===== src/rtl/stoch_mul_if.sv =====
// Request/result bundle for the stochastic multiplier core.
// The master issues start with operands; the slave returns busy, done and the window count.
interface stoch_mul_if #(
  parameter int PW       = 4,
  parameter int WIN_LOG2 = 3
);
  logic                start;
  logic                mode;
  logic [PW-1:0]       prob_a;
  logic [PW-1:0]       prob_b;
  logic                busy;
  logic                done;
  logic [WIN_LOG2:0]   count;
  logic                saturated;
  logic                sn_out;

  modport master (
    output start, mode, prob_a, prob_b,
    input  busy, done, count, saturated, sn_out
  );

  modport slave (
    input  start, mode, prob_a, prob_b,
    output busy, done, count, saturated, sn_out
  );
endinterface


===== src/rtl/stoch_mul_core.sv =====
// Stochastic-computing multiplier: two free-running LFSRs turn probability codes into
// bitstreams, which are ANDed (unipolar) or XNORed (bipolar) and counted over a 2^WIN_LOG2 window.
module stoch_mul_core #(
  parameter int PW       = 4,
  parameter int LFSR_W   = 31,
  parameter int TAP_A    = 27,
  parameter int TAP_B    = 24,
  parameter int SEED_A   = 1,
  parameter int SEED_B   = 2,
  parameter int WIN_LOG2 = 3
) (
  input logic        clk,
  input logic        rst_n,
  stoch_mul_if.slave bus
);

  typedef enum logic [1:0] {IDLE, RUN, DONE} state_t;

  localparam logic [LFSR_W-1:0]   SEED_A_V = LFSR_W'(SEED_A);
  localparam logic [LFSR_W-1:0]   SEED_B_V = LFSR_W'(SEED_B);
  localparam logic [WIN_LOG2:0]   N_VAL    = {1'b1, {WIN_LOG2{1'b0}}};
  localparam logic [WIN_LOG2-1:0] CNT_ONE  = WIN_LOG2'(1);
  localparam logic [WIN_LOG2-1:0] CNT_LAST = '1;

  state_t              state;
  logic [LFSR_W-1:0]   lfsr_a;
  logic [LFSR_W-1:0]   lfsr_b;
  logic [PW-1:0]       prob_a_q;
  logic [PW-1:0]       prob_b_q;
  logic                mode_q;
  logic [WIN_LOG2:0]   acc;
  logic [WIN_LOG2-1:0] bit_cnt;
  logic                busy_r;
  logic                done_r;
  logic [WIN_LOG2:0]   count_r;
  logic                sat_r;
  logic                sn_out_r;

  logic sn_a;
  logic sn_b;
  logic prod;

  // An all-zero register is the LFSR lock-up state, so it is escaped by reloading the seed.
  function automatic logic [LFSR_W-1:0] lfsr_next(input logic [LFSR_W-1:0] q,
                                                  input logic              fb,
                                                  input logic [LFSR_W-1:0] seed);
    if (q == '0) return seed;
    return {q[LFSR_W-2:0], fb};
  endfunction

  always_comb begin
    sn_a = (lfsr_a[LFSR_W-1 -: PW] < prob_a_q);
    sn_b = (lfsr_b[LFSR_W-1 -: PW] < prob_b_q);
    prod = mode_q ? ~(sn_a ^ sn_b) : (sn_a & sn_b);
  end

  always_ff @(posedge clk) begin
    if (rst_n) begin
      state    <= IDLE;
      lfsr_a   <= SEED_A_V;
      lfsr_b   <= SEED_B_V;
      prob_a_q <= '0;
      prob_b_q <= '0;
      mode_q   <= 1'b0;
      acc      <= '0;
      bit_cnt  <= '0;
      busy_r   <= 1'b0;
      done_r   <= 1'b0;
      count_r  <= '0;
      sat_r    <= 1'b0;
      sn_out_r <= 1'b0;
    end else begin
      lfsr_a   <= lfsr_next(lfsr_a, lfsr_a[LFSR_W-1] ^ lfsr_a[TAP_A], SEED_A_V);
      lfsr_b   <= lfsr_next(lfsr_b, lfsr_b[LFSR_W-1] ^ lfsr_b[TAP_B], SEED_B_V);
      done_r   <= 1'b0;
      sn_out_r <= 1'b0;
      case (state)
        IDLE: begin
          if (bus.start) begin
            prob_a_q <= bus.prob_a;
            prob_b_q <= bus.prob_b;
            mode_q   <= bus.mode;
            acc      <= '0;
            bit_cnt  <= '0;
            busy_r   <= 1'b1;
            state    <= RUN;
          end
        end
        RUN: begin
          // acc is one bit wider than the counter so a full window of ones reaches N without wrapping.
          acc      <= acc + (WIN_LOG2+1)'(prod);
          bit_cnt  <= bit_cnt + CNT_ONE;
          sn_out_r <= prod;
          if (bit_cnt == CNT_LAST) state <= DONE;
        end
        DONE: begin
          count_r <= acc;
          sat_r   <= (acc == N_VAL);
          done_r  <= 1'b1;
          busy_r  <= 1'b0;
          state   <= IDLE;
        end
        default: state <= IDLE;
      endcase
    end
  end

  assign bus.busy      = busy_r;
  assign bus.done      = done_r;
  assign bus.count     = count_r;
  assign bus.saturated = sat_r;
  assign bus.sn_out    = sn_out_r;

endmodule


===== src/flat_wrapper.sv =====
// flat-port wrapper written by rule: the top's interface ports become plain ports
module stoch_mul_core_flat 
#(
  parameter int PW       = 4,
  parameter int LFSR_W   = 31,
  parameter int TAP_A    = 27,
  parameter int TAP_B    = 24,
  parameter int SEED_A   = 1,
  parameter int SEED_B   = 2,
  parameter int WIN_LOG2 = 3
)
  (clk, rst_n, bus_start, bus_mode, bus_prob_a, bus_prob_b, bus_busy, bus_done, bus_count, bus_saturated, bus_sn_out);
  stoch_mul_if #(.PW(PW), .WIN_LOG2(WIN_LOG2)) bus_i ();
  input logic clk;
  input logic rst_n;
  input wire logic [$bits(bus_i.start)-1:0] bus_start;
  input wire logic [$bits(bus_i.mode)-1:0] bus_mode;
  input wire logic [$bits(bus_i.prob_a)-1:0] bus_prob_a;
  input wire logic [$bits(bus_i.prob_b)-1:0] bus_prob_b;
  output wire logic [$bits(bus_i.busy)-1:0] bus_busy;
  output wire logic [$bits(bus_i.done)-1:0] bus_done;
  output wire logic [$bits(bus_i.count)-1:0] bus_count;
  output wire logic [$bits(bus_i.saturated)-1:0] bus_saturated;
  output wire logic [$bits(bus_i.sn_out)-1:0] bus_sn_out;
  assign bus_i.start = bus_start;
  assign bus_i.mode = bus_mode;
  assign bus_i.prob_a = bus_prob_a;
  assign bus_i.prob_b = bus_prob_b;
  assign bus_busy = bus_i.busy;
  assign bus_done = bus_i.done;
  assign bus_count = bus_i.count;
  assign bus_saturated = bus_i.saturated;
  assign bus_sn_out = bus_i.sn_out;
  stoch_mul_core #(.PW(PW), .LFSR_W(LFSR_W), .TAP_A(TAP_A), .TAP_B(TAP_B), .SEED_A(SEED_A), .SEED_B(SEED_B), .WIN_LOG2(WIN_LOG2)) u_core (.clk(clk), .rst_n(rst_n), .bus(bus_i));
endmodule

===== config.mk =====
export PLATFORM = sky130hd
export DESIGN_NAME = stoch_mul_core_flat
export DESIGN_NICKNAME = d
export VERILOG_FILES = /design/src/rtl/stoch_mul_if.sv /design/src/rtl/stoch_mul_core.sv /design/src/flat_wrapper.sv
export SDC_FILE = /design/constraint.sdc
export NUM_CORES = 1
export LEC_CHECK = 0
export CELL_PAD_IN_SITES_DETAIL_PLACEMENT = 0
export CELL_PAD_IN_SITES_GLOBAL_PLACEMENT = 1
export CORE_AREA = 2 2 65 113
export CTS_CLUSTER_SIZE = 40
export DETAILED_ROUTE_END_ITERATION = 10
export DIE_AREA = 0 0 67 115
export GPL_ROUTABILITY_DRIVEN = 0
export PLACE_DENSITY_LB_ADDON = 0.1
export SLEW_MARGIN = 0
export SYNTH_ARGS = -nofsm -noshare
export SYNTH_HDL_FRONTEND = slang
export SYNTH_SLANG_ARGS = --single-unit

===== constraint.sdc =====
create_clock -name clk -period 2.8 [get_ports clk]
set_input_delay 0.84 -clock clk [delete_from_list [all_inputs] [get_ports clk]]
set_output_delay 0.84 -clock clk [all_outputs]
set_load 0.02 [all_outputs]

==> metrics.txt, run 1 <==
Post-Layout Cell Count=~400; FF+latch area=approximately 1800 um2; Layout fillers=650; post-synth top area cell=sky130_fd_sc_hd__dfxtp_1; fmax=roughly 0.4 GHz; GRT Overall Usage=0.148; worst-case vdd ir drop=between 0.4 and 0.5 mV; number of antenna violations at the first check in global routing=0; part of the Yosys area used for sequential elements=0.591; unique cell type count in the Yosys netlist=27; end of the worst register-to-register path=u_core.acc[2]; Register-to-Register Path Depth=12; starting utilization of the core area=0.438; Async S/R FF share, synth=0; area of the multi-input gates=1120 um2; number of nets with antenna violations after detailed routing=0; clock latency at the later pin of the worst-skew pair=about 0.33 ns; per-cell via count in the routed design=approximately 4.7; number of max-cap violations=0; post-cts sizing count=0; number of core rows=40; number of nets in the layout=roughly 330; y dimension of the die=115 um; final global-route overflow total=0; DRC violations left=0; HP Class=flip-flop to flip-flop; root cell of the clock tree=sky130_fd_sc_hd__clkbuf_16; area of the core region=slightly below 7000 um2; drt initial violations=between 100 and 150; summed instance area of the synthesized netlist=just under 3000 um2; number of global-route vias before repair=around 1.8k; estimated wirelength of the detail-placed design=3310 um; crit share post-route=0.902; sum of negative setup slack=0 ns; arrival time of the worst setup path=around 2.7 ns; Final Slew Violations=0; Post-CTS Hold Fix Bufs=0; Yosys warnings=0; top post-synthesis cells by count=88 x sky130_fd_sc_hd__dfxtp_1, 59 x sky130_fd_sc_hd__nor2b_1, 37 x sky130_fd_sc_hd__nor2_1, 14 x sky130_fd_sc_hd__nor4_1, 13 x sky130_fd_sc_hd__a21oi_1; count of TritonRoute iterations in the first routing pass=4; H-tree depth=3; syn_nets=about 310; result of the run=completed; fraction of synthesized cell area taken by the top area cell type=0.591; Power Density=around 700 nW/um2; endpoint of the most critical setup path=u_core.acc[2]; number of synthesized register bits=88; slew margin rel.=0.647; global-route wire length before repair=around 8400 um; area added between synthesis and finish=17.8%; ranking of synthesized cells by area=sky130_fd_sc_hd__dfxtp_1 59%, sky130_fd_sc_hd__nor2b_1 12%, sky130_fd_sc_hd__nor2_1 4.7%; critical path startpoint category=flip-flop; LEAKAGE=approximately 1.4 nW; source of the worst register-to-register timing path=u_core.prob_a_q[1]; via count=1840; synthesized area divided by synthesized cell count=between 10 and 15 um2; final count of hold timing violations=0; Design Area, Final=between 3000 and 4000 um2; worst clock skew on the final layout=slightly above 0.004 ns; number of I/O pins=20; CTS sink count=88; ant diodes=0; reg2reg setup slack=0.28 ns; clock transition at the registers of the reported paths=~0.06 ns; RSZ-0062 raised after global routing=no; DIE WIDTH=~67 um; final hold slack=0.447 ns; EDFF count, synth=0; path type of the worst setup path=flip-flop to flip-flop; routed len/inst=around 13 um; placed cells=approximately 380; Max Buffers Root-to-Sink=2; Primary FF master, synth=sky130_fd_sc_hd__dfxtp_1; wire length after detailed routing=4980 um; Critical Path Fanout Max=2; critical path capture point type=flip-flop; TritonCTS Buffers=9; number of buffer cells added on primary ports=19; final critical-path required period=roughly 2.5 ns; total placed instance area=~3200 um2; cell with the most instances after synthesis=sky130_fd_sc_hd__dfxtp_1; final setup fails=0; total setup buffers inserted after CTS=0; overall power consumption=approximately 2.5 mW; TritonCTS clock tree=done; fraction of layout cells with a size suffix above 1=0.0712; synthesized instance count=around 280; crit path from=u_core.prob_a_q[1]; DIE AREA=roughly 7700 um2; required time worst endpoint=around 3.0 ns; Worst Tran Pin Value=around 0.53 ns; maximum number of pins on one net before global-route repair=37
stage by stage:
step | worst slack [ns] | utilization
6_report | 0.275 | 0.516
2_1_floorplan | 0.435 | -
4_1_cts | 0.261 | 0.516
5_1_grt | 0.00105 | 0.516
3_3_place_gp | 0.324 | 0.477
3_5_place_dp | 0.304 | 0.477
layout by cell type (no fill, tap or decap):
master                            count
sky130_fd_sc_hd__nor4b_2              1
sky130_fd_sc_hd__xor2_1               1
sky130_fd_sc_hd__inv_1                8
sky130_fd_sc_hd__buf_2                1
sky130_fd_sc_hd__buf_12               1
sky130_fd_sc_hd__clkbuf_1             3
sky130_fd_sc_hd__buf_4                3
sky130_fd_sc_hd__a22oi_1              5
sky130_fd_sc_hd__nand4_1              5
sky130_fd_sc_hd__nor4_1              14
sky130_fd_sc_hd__nor2b_1             59
sky130_fd_sc_hd__mux2_2               1
sky130_fd_sc_hd__a21o_1               4
sky130_fd_sc_hd__clkinvlp_4           1
sky130_fd_sc_hd__mux2i_1              7
sky130_fd_sc_hd__nor2b_2              1
sky130_fd_sc_hd__xnor2_1              1
sky130_fd_sc_hd__clkinv_2             2
sky130_fd_sc_hd__clkbuf_16            9
sky130_fd_sc_hd__a21oi_1             13
sky130_fd_sc_hd__nand2b_1             3
sky130_fd_sc_hd__o21bai_1             1
sky130_fd_sc_hd__dfxtp_1             88
sky130_fd_sc_hd__a211oi_1             2
sky130_fd_sc_hd__o21ai_0              2
sky130_fd_sc_hd__clkdlybuf4s50_1     18
sky130_fd_sc_hd__nor3b_4              1
sky130_fd_sc_hd__clkbuf_8             1
sky130_fd_sc_hd__nor3_1               2
sky130_fd_sc_hd__ha_1                11
sky130_fd_sc_hd__or2b_1               1
sky130_fd_sc_hd__nor3b_1              2
sky130_fd_sc_hd__nor2_1              37
how the worst min path moves through the flow:
| stage | end | cells past startpoint | startpoint |
|---|---|---|---|
| finish | u_core.lfsr_b[1] | 2 | u_core.lfsr_b[0] |
| global placement | u_core.lfsr_b[1] | 2 | u_core.lfsr_b[0] |
| global route | u_core.lfsr_b[2] | 1 | u_core.lfsr_b[1] |
| CTS | u_core.lfsr_b[1] | 2 | u_core.lfsr_b[0] |
| detailed placement | u_core.lfsr_b[1] | 2 | u_core.lfsr_b[0] |
| floorplan | u_core.lfsr_b[1] | 2 | u_core.lfsr_b[0] |
critical path, cell delays in order, from the launching register on:
cell                      delay (ns)
sky130_fd_sc_hd__dfxtp_1        0.30
sky130_fd_sc_hd__inv_1          0.05
sky130_fd_sc_hd__ha_1           0.29
sky130_fd_sc_hd__a21o_1         0.16
sky130_fd_sc_hd__a21o_1         0.17
sky130_fd_sc_hd__a21oi_1        0.15
sky130_fd_sc_hd__ha_1           0.25
sky130_fd_sc_hd__a21oi_1        0.19
sky130_fd_sc_hd__ha_1           0.20
sky130_fd_sc_hd__ha_1           0.15
sky130_fd_sc_hd__mux2_2         0.32
sky130_fd_sc_hd__a22oi_1        0.13
sky130_fd_sc_hd__nor2_1         0.06
cell type report:
type	instances	area share
timing repair buffer	23	0.0648
tap	84	0.0299
clock inverter	3	0.00498
clock buffer	13	0.0712
multi-input combinational	174	0.319
sequential	88	0.501
inverter	8	0.00854
registers in the layout, indices dropped and copies added, names as in the netlist, 2 cells and up:
register	flops
u_core.bit_cnt	3
u_core.bus.count	4
u_core.lfsr_b	31
u_core.acc	4
u_core.state	2
u_core.lfsr_a	31
u_core.prob_b_q	4
u_core.prob_a_q	4
report_power, final:
group	internal, mW	switching (mW)	total (mW)
Clock	0.623	0.452	1.08
Combinational	0.0566	0.0596	0.116
Sequential	1.27	0.0123	1.29
metal layers:
| metal | part of all wire | GRT usage | vias to the layer above |
|---|---|---|---|
| met3 | 0.031 | 0.0538 | 7 |
| met5 | 0 | 0 | - |
| li1 | - | - | 983 |
| met2 | 0.47 | 0.229 | 20 |
| met4 | 0.021 | 0.0735 | 0 |
| met1 | 0.48 | 0.179 | 830 |
logic make-up (layout without fill, tap and decap cells):
| logic type | after synthesis | count (layout) | synth area share |
|---|---|---|---|
| AOI/OAI and AO/OA | 27 | 27 | 0.0554 |
| muxes | 8 | 8 | 0.0273 |
| and+or+nand+nor | 126 | 126 | 0.242 |
| DFF | 88 | 88 | 0.591 |
| xor gates and xnor gates | 2 | 2 | 0.00587 |
| adders and majority gates | 11 | 11 | 0.0461 |
| buffers and inverters | 21 | 47 | 0.0331 |
Power figures use the tool's default switching activity.
==> run 2, diff against run 1 <==
--- a/config.mk
+++ b/config.mk
@@ -5,12 +5,13 @@
 export SDC_FILE = /design/constraint.sdc
 export NUM_CORES = 1
 export LEC_CHECK = 0
+export ABC_AREA = 1
 export CELL_PAD_IN_SITES_DETAIL_PLACEMENT = 0
 export CELL_PAD_IN_SITES_GLOBAL_PLACEMENT = 1
-export CORE_AREA = 2 2 65 113
+export CORE_AREA = 2 2 69 119
 export CTS_CLUSTER_SIZE = 40
 export DETAILED_ROUTE_END_ITERATION = 10
-export DIE_AREA = 0 0 67 115
+export DIE_AREA = 0 0 71 121
 export GPL_ROUTABILITY_DRIVEN = 0
 export PLACE_DENSITY_LB_ADDON = 0.1
 export SLEW_MARGIN = 0
==> metrics.txt, run 2 <==
total setup buffers inserted after CTS=0; final count of hold timing violations=0; LEAKAGE=between 1 and 1.5 nW; y dimension of the die=roughly 120 um; post-place setup slack=about 0.61 ns; Worst path most repeated cell=sky130_fd_sc_hd__ha_1; fraction of synthesized cell area taken by the top area cell type=0.540; estimated wirelength of the detail-placed design=around 3800 um; dominant delay contributor by cell family on the critical path=adder cells; RSZ-0062 raised after global routing=no; Worst Tran Pin Value=0.730 ns; TritonCTS Buffers=9; count of TritonRoute iterations in the first routing pass=5; arrival time of the worst setup path=2.39 ns; Async S/R FF share, synth=0; number of nets in the layout=about 440; clock transition at the registers of the reported paths=roughly 0.06 ns; multiplexer share of the synthesized area=0; area of the core region=roughly 7600 um2; Layout fillers=763; cell with the most instances after synthesis=sky130_fd_sc_hd__dfxtp_1; critical path capture point type=flip-flop; CP bufs+invs=2; post-synth top area cell=sky130_fd_sc_hd__dfxtp_1; DIE WIDTH=slightly above 70 um; CP max stage cell=sky130_fd_sc_hd__dfxtp_1; worst clock skew on the final layout=approximately 0.0053 ns; result of the run=completed; number of I/O pins=20; post-synthesis share of cell area spent on and, or, nand and nor gates=0.220; Power Density=about 710 nW/um2; grt met2 use=0.261; post-synthesis compound-gate area fraction=0.0686; met1 usage in global routing=0.167; H-tree depth=3; drt initial violations=a little over 90; global-route wire length before repair=slightly above 10000 um; worst-case vdd ir drop=approximately 0.4 mV; ant diodes=0; part of the Yosys area used for sequential elements=0.540; syn_nets=420; final global-route overflow total=0; root cell of the clock tree=sky130_fd_sc_hd__clkbuf_16; Final Slew Violations=0; slew margin rel.=0.514; Yosys warnings=0; DRC violations left=0; starting utilization of the core area=0.428; placed cells=a little under 500; summed instance area of the synthesized netlist=between 3000 and 4000 um2; final critical-path required period=between 2 and 2.5 ns; clock latency at the later pin of the worst-skew pair=about 0.33 ns; top post-synthesis cells by count=88 x sky130_fd_sc_hd__dfxtp_1, 78 x sky130_fd_sc_hd__inv_1, 62 x sky130_fd_sc_hd__nor3_1, 56 x sky130_fd_sc_hd__nor2_1, 36 x sky130_fd_sc_hd__nand2_1; number of core rows=42; Primary FF master, synth=sky130_fd_sc_hd__dfxtp_1; required time worst endpoint=roughly 3 ns; number of antenna violations at the first check in global routing=0; path type of the worst setup path=flip-flop to flip-flop; number of nets with antenna violations after detailed routing=0; via count=about 2.4k; crit share post-route=0.786; wire length after detailed routing=5710 um; number of buffer cells added on primary ports=19; biggest cell delay along the critical path=approximately 0.3 ns; routed len/inst=between 10 and 15 um; Max Buffers Root-to-Sink=2; Regs by FF count=u_core.lfsr_a: 31 flops, u_core.lfsr_b: 31 flops; post-cts sizing count=0; most frequent cells in the layout=88 x sky130_fd_sc_hd__dfxtp_1, 78 x sky130_fd_sc_hd__inv_1, 62 x sky130_fd_sc_hd__nor3_1, 56 x sky130_fd_sc_hd__nor2_1, 36 x sky130_fd_sc_hd__nand2_1; critical path startpoint category=flip-flop; Critical Path, Cell by Cell=inv_1, ha_1, nand2_1, o21a_1, ha_1, nand2_1, inv_1, a21oi_1, ha_1, ha_1, a22oi_1, nor2_1; per-cell via count in the routed design=approximately 4.7; DIE AREA=about 8600 um2; EDFF count, synth=0; number of max-cap violations=0; CTS sink count=between 80 and 90; fmax=roughly 0.45 GHz; GRT Overall Usage=0.150; xor and xnor area share after synthesis=0.00537; met3 Resource Use GR=0.0249; main combinational cell family by area after synthesis=simple AND/OR/NAND/NOR gates; Post-Layout Cell Count=around 510; most common library cell in the layout ignoring fill and taps=sky130_fd_sc_hd__dfxtp_1; number of global-route vias before repair=2350; unique cell type count in the Yosys netlist=21; number of synthesized register bits=between 80 and 90; synthesized instance count=slightly below 400; final setup fails=0; GRT busiest layer=met2; area added between synthesis and finish=15.1%; TritonCTS clock tree=done; Critical Path Fanout Max=2; maximum number of pins on one net before global-route repair=73; ranking of synthesized cells by area=sky130_fd_sc_hd__dfxtp_1 54%, sky130_fd_sc_hd__nor3_1 9.5%, sky130_fd_sc_hd__inv_1 9.0%; final worst setup slack=between 0.5 and 0.6 ns; fraction of layout cells with a size suffix above 1=0.0576; synthesized area divided by synthesized cell count=a little over 8 um2; HP Class=flip-flop to flip-flop; sum of negative setup slack=0 ns; Post-CTS Hold Fix Bufs=0; adder and majority gate portion of the synthesized area=0.0422
[run 2: changes by cell type after synthesis, moves of 6 or more]
cell                      previous run  this run
sky130_fd_sc_hd__o21ai_0             2        14
sky130_fd_sc_hd__nand2_1             0        36
sky130_fd_sc_hd__nor4_1             14         0
sky130_fd_sc_hd__nor3_1              2        62
sky130_fd_sc_hd__nor2_1             37        56
sky130_fd_sc_hd__mux2i_1             7         0
sky130_fd_sc_hd__a21oi_1            13        19
sky130_fd_sc_hd__nor2b_1            59         0
sky130_fd_sc_hd__inv_1               8        78
[run 2: final timing paths]
| check | slack, ns | endpoint | cells past startpoint | startpoint |
|---|---|---|---|---|
| worst max register to register | 0.60 | u_core.acc[1] | 12 | u_core.prob_a_q[3] |
| worst min-delay path | 0.43 | u_core.lfsr_b[20] | 2 | u_core.lfsr_b[19] |
| worst max-delay path | 0.60 | u_core.acc[1] | 12 | u_core.prob_a_q[3] |
| worst min register to register | 0.43 | u_core.lfsr_b[20] | 2 | u_core.lfsr_b[19] |
[run 2: worst reg2reg max path, stage by stage (launching register included)]
cell and delay, ns:
sky130_fd_sc_hd__dfxtp_1 0.30, sky130_fd_sc_hd__inv_1 0.05, sky130_fd_sc_hd__ha_1 0.29, sky130_fd_sc_hd__nand2_1 0.05, sky130_fd_sc_hd__o21a_1 0.19, sky130_fd_sc_hd__ha_1 0.29
sky130_fd_sc_hd__nand2_1 0.06, sky130_fd_sc_hd__inv_1 0.05, sky130_fd_sc_hd__a21oi_1 0.13, sky130_fd_sc_hd__ha_1 0.19, sky130_fd_sc_hd__ha_1 0.23, sky130_fd_sc_hd__a22oi_1 0.18
sky130_fd_sc_hd__nor2_1 0.06
[run 2: cell type report]
class | instances | area [um2] | area share
repair buffers | 21 | 200 | 0.0533
multi-input cells | 214 | 1100 | 0.292
well taps | 88 | 110 | 0.0293
flip-flops and latches | 88 | 1760 | 0.469
clock inverters | 6 | 58.8 | 0.0156
inverters | 78 | 293 | 0.0779
clock buffers | 10 | 239 | 0.0636
[run 2: stage by stage]
step                      hold WS, ns  total power, mW  utilization  instance area, um2
after floorplan                 0.411             1.51            -                3260
after global placement          0.416             1.54        0.454                3460
after detailed placement        0.422             1.54        0.454                3460
after CTS                       0.432             2.72        0.493                3760
after global routing            0.450             2.80        0.493                3760
final                           0.430             2.69        0.493                3760
[run 2: per-layer routing]
layer	vias to the layer above	routed length (um)
met5	-	0
met4	0	165
met3	11	83
met2	18	2920
met1	1084	2540
li1	1268	-
[run 2: power by group]
| part | switching [mW] | internal (mW) |
|---|---|---|
| sequential | 0.0153 | 1.28 |
| combinational | 0.138 | 0.0716 |
| clock | 0.467 | 0.710 |
| total | 0.621 | 2.07 |
[run 2: logic make-up after synthesis]
family,after synthesis
flops,88
compound gates,41
fa+ha+maj,11
xor+xnor,2
simple gates,160
buf+inv,95
==> run 3, diff against run 2 <==
==> constraint.sdc (replaced) <==
create_clock -name clk -period 2.1 [get_ports clk]
set_input_delay 0.63 -clock clk [delete_from_list [all_inputs] [get_ports clk]]
set_output_delay 0.63 -clock clk [all_outputs]
set_load 0.02 [all_outputs]
==> metrics.txt, run 3 (same netlist as run 2, synthesis figures left out) <==
result of the run=finished, violations left; violations in the final reports=negative setup slack; final count of hold timing violations=0; final hold slack=roughly 0.43 ns; Power Density=roughly 950 nW/um2; fraction of layout cells with a size suffix above 1=0.120; required time worst endpoint=about 2.3 ns; number of global-route vias before repair=2286; clock latency at the later pin of the worst-skew pair=between 0.3 and 0.4 ns; TritonCTS clock tree=done; critical path startpoint category=flip-flop; Post-Layout Cell Count=between 500 and 600; clock transition at the registers of the reported paths=roughly 0.06 ns; Final Slew Violations=0; final critical-path required period=~2.1 ns; maximum number of pins on one net before global-route repair=73; final setup fails=1; root cell of the clock tree=sky130_fd_sc_hd__clkbuf_16; starting utilization of the core area=0.428; Critical Path Fanout Max=2; DIE WIDTH=71 um; H-tree depth=3; Layout fillers=760; path type of the worst setup path=flip-flop to flip-flop; number of core rows=42; HP Class=flip-flop to flip-flop; FF+latch area=roughly 1800 um2; worst clock skew on the final layout=0.00334 ns; worst-case vdd ir drop=between 0.4 and 0.5 mV; per-cell via count in the routed design=4.69; LEAKAGE=~1.5 nW; global-route wire length before repair=approximately 10000 um; number of nets in the layout=443; drt initial violations=71; GRT Overall Usage=0.153; crit path from=u_core.prob_b_q[1]; area added between synthesis and finish=22.0%; final worst setup slack=-0.00708 ns; most common library cell in the layout ignoring fill and taps=sky130_fd_sc_hd__dfxtp_1; CTS sink count=between 80 and 90; count of TritonRoute iterations in the first routing pass=4; Max Buffers Root-to-Sink=2; via count=~2.4k; DIE AREA=roughly 8600 um2; critical path capture point type=flip-flop; most frequent cells in the layout=85 x sky130_fd_sc_hd__dfxtp_1, 74 x sky130_fd_sc_hd__inv_1, 62 x sky130_fd_sc_hd__nor3_1, 56 x sky130_fd_sc_hd__nor2_1, 35 x sky130_fd_sc_hd__nand2_1; number of buffer cells added on primary ports=19; ant diodes=0; number of max-cap violations=0; crit share post-route=1.00; number of I/O pins=20; final global-route overflow total=0; source of the worst register-to-register timing path=u_core.prob_b_q[1]; y dimension of the die=121 um; placed cells=496; sum of negative setup slack=-0.00708 ns; DRC violations left=0; RSZ-0062 raised after global routing=yes; arrival time of the worst setup path=around 2.3 ns; routed len/inst=approximately 12 um; HP Start=u_core.lfsr_b[22]; post-route core utilization=0.523; wire length after detailed routing=about 6000 um; area of the core region=about 7600 um2; Regs by FF count=u_core.lfsr_a: 31 flops, u_core.lfsr_b: 31 flops; number of antenna violations at the first check in global routing=0; Worst Tran Pin Value=0.403 ns; TritonCTS Buffers=9; slew margin rel.=0.731; estimated wirelength of the detail-placed design=3940 um; area of the multi-input gates=between 1000 and 1500 um2; fmax=roughly 0.47 GHz; number of nets with antenna violations after detailed routing=0
[run 3: critical path: stages (launching register included)]
cell,delay [ns]
sky130_fd_sc_hd__dfxtp_1,0.31
sky130_fd_sc_hd__inv_1,0.07
sky130_fd_sc_hd__ha_4,0.27
sky130_fd_sc_hd__a21oi_2,0.04
sky130_fd_sc_hd__o21a_1,0.18
sky130_fd_sc_hd__ha_1,0.26
sky130_fd_sc_hd__nand2_1,0.08
sky130_fd_sc_hd__inv_2,0.04
sky130_fd_sc_hd__a21oi_2,0.10
sky130_fd_sc_hd__ha_2,0.22
sky130_fd_sc_hd__ha_4,0.20
sky130_fd_sc_hd__a22oi_2,0.16
sky130_fd_sc_hd__nor2_1,0.05
[run 3: cell type report]
type	count	share of cell area
clock buffer	10	0.0600
multi-input combinational	214	0.299
clock inverter	6	0.0207
sequential	88	0.443
inverter	78	0.0735
timing repair buffer	29	0.0757
tap	88	0.0276
[run 3: per-stage QoR]
step | worst slack [ns] | instance area, um2 | total power [mW]
2_1_floorplan | 0.0820 | 3260 | 2.01
3_3_place_gp | -0.0169 | 3550 | 2.09
3_5_place_dp | -0.0547 | 3550 | 2.09
4_1_cts | -0.00282 | 3930 | 3.81
5_1_grt | -0.177 | 3980 | 3.94
6_report | -0.00708 | 3980 | 3.77
[run 3: worst paths after layout]
| check | end | slack [ns] | depth (start not counted) |
|---|---|---|---|
| min | u_core.lfsr_b[23] | 0.43 | 2 |
| max reg2reg | u_core.acc[1] | -0.007 | 12 |
| max | u_core.acc[1] | -0.007 | 12 |
| min reg2reg | u_core.lfsr_b[23] | 0.43 | 2 |
[run 3: per-layer routing]
layer	up-vias	track usage	share of wire
li1	1284	-	-
met1	1099	0.167	0.44
met2	13	0.269	0.52
met3	10	0.0224	0.014
met4	0	0.0991	0.029
met5	-	0	0
[run 3: repair_timing]
action                     CTS  global route
setup endpoints to repair    2             4
hold buffers                 0             0
pin swaps                    7            11
gates resized for setup      9            13
buffers inserted             1             0
[run 3: where the power goes]
group	switching, mW	total [mW]	leakage, nW	internal, mW
Sequential	0.0213	1.73	0.714	1.71
Combinational	0.203	0.344	0.637	0.141
Clock	0.629	1.70	0.158	1.07
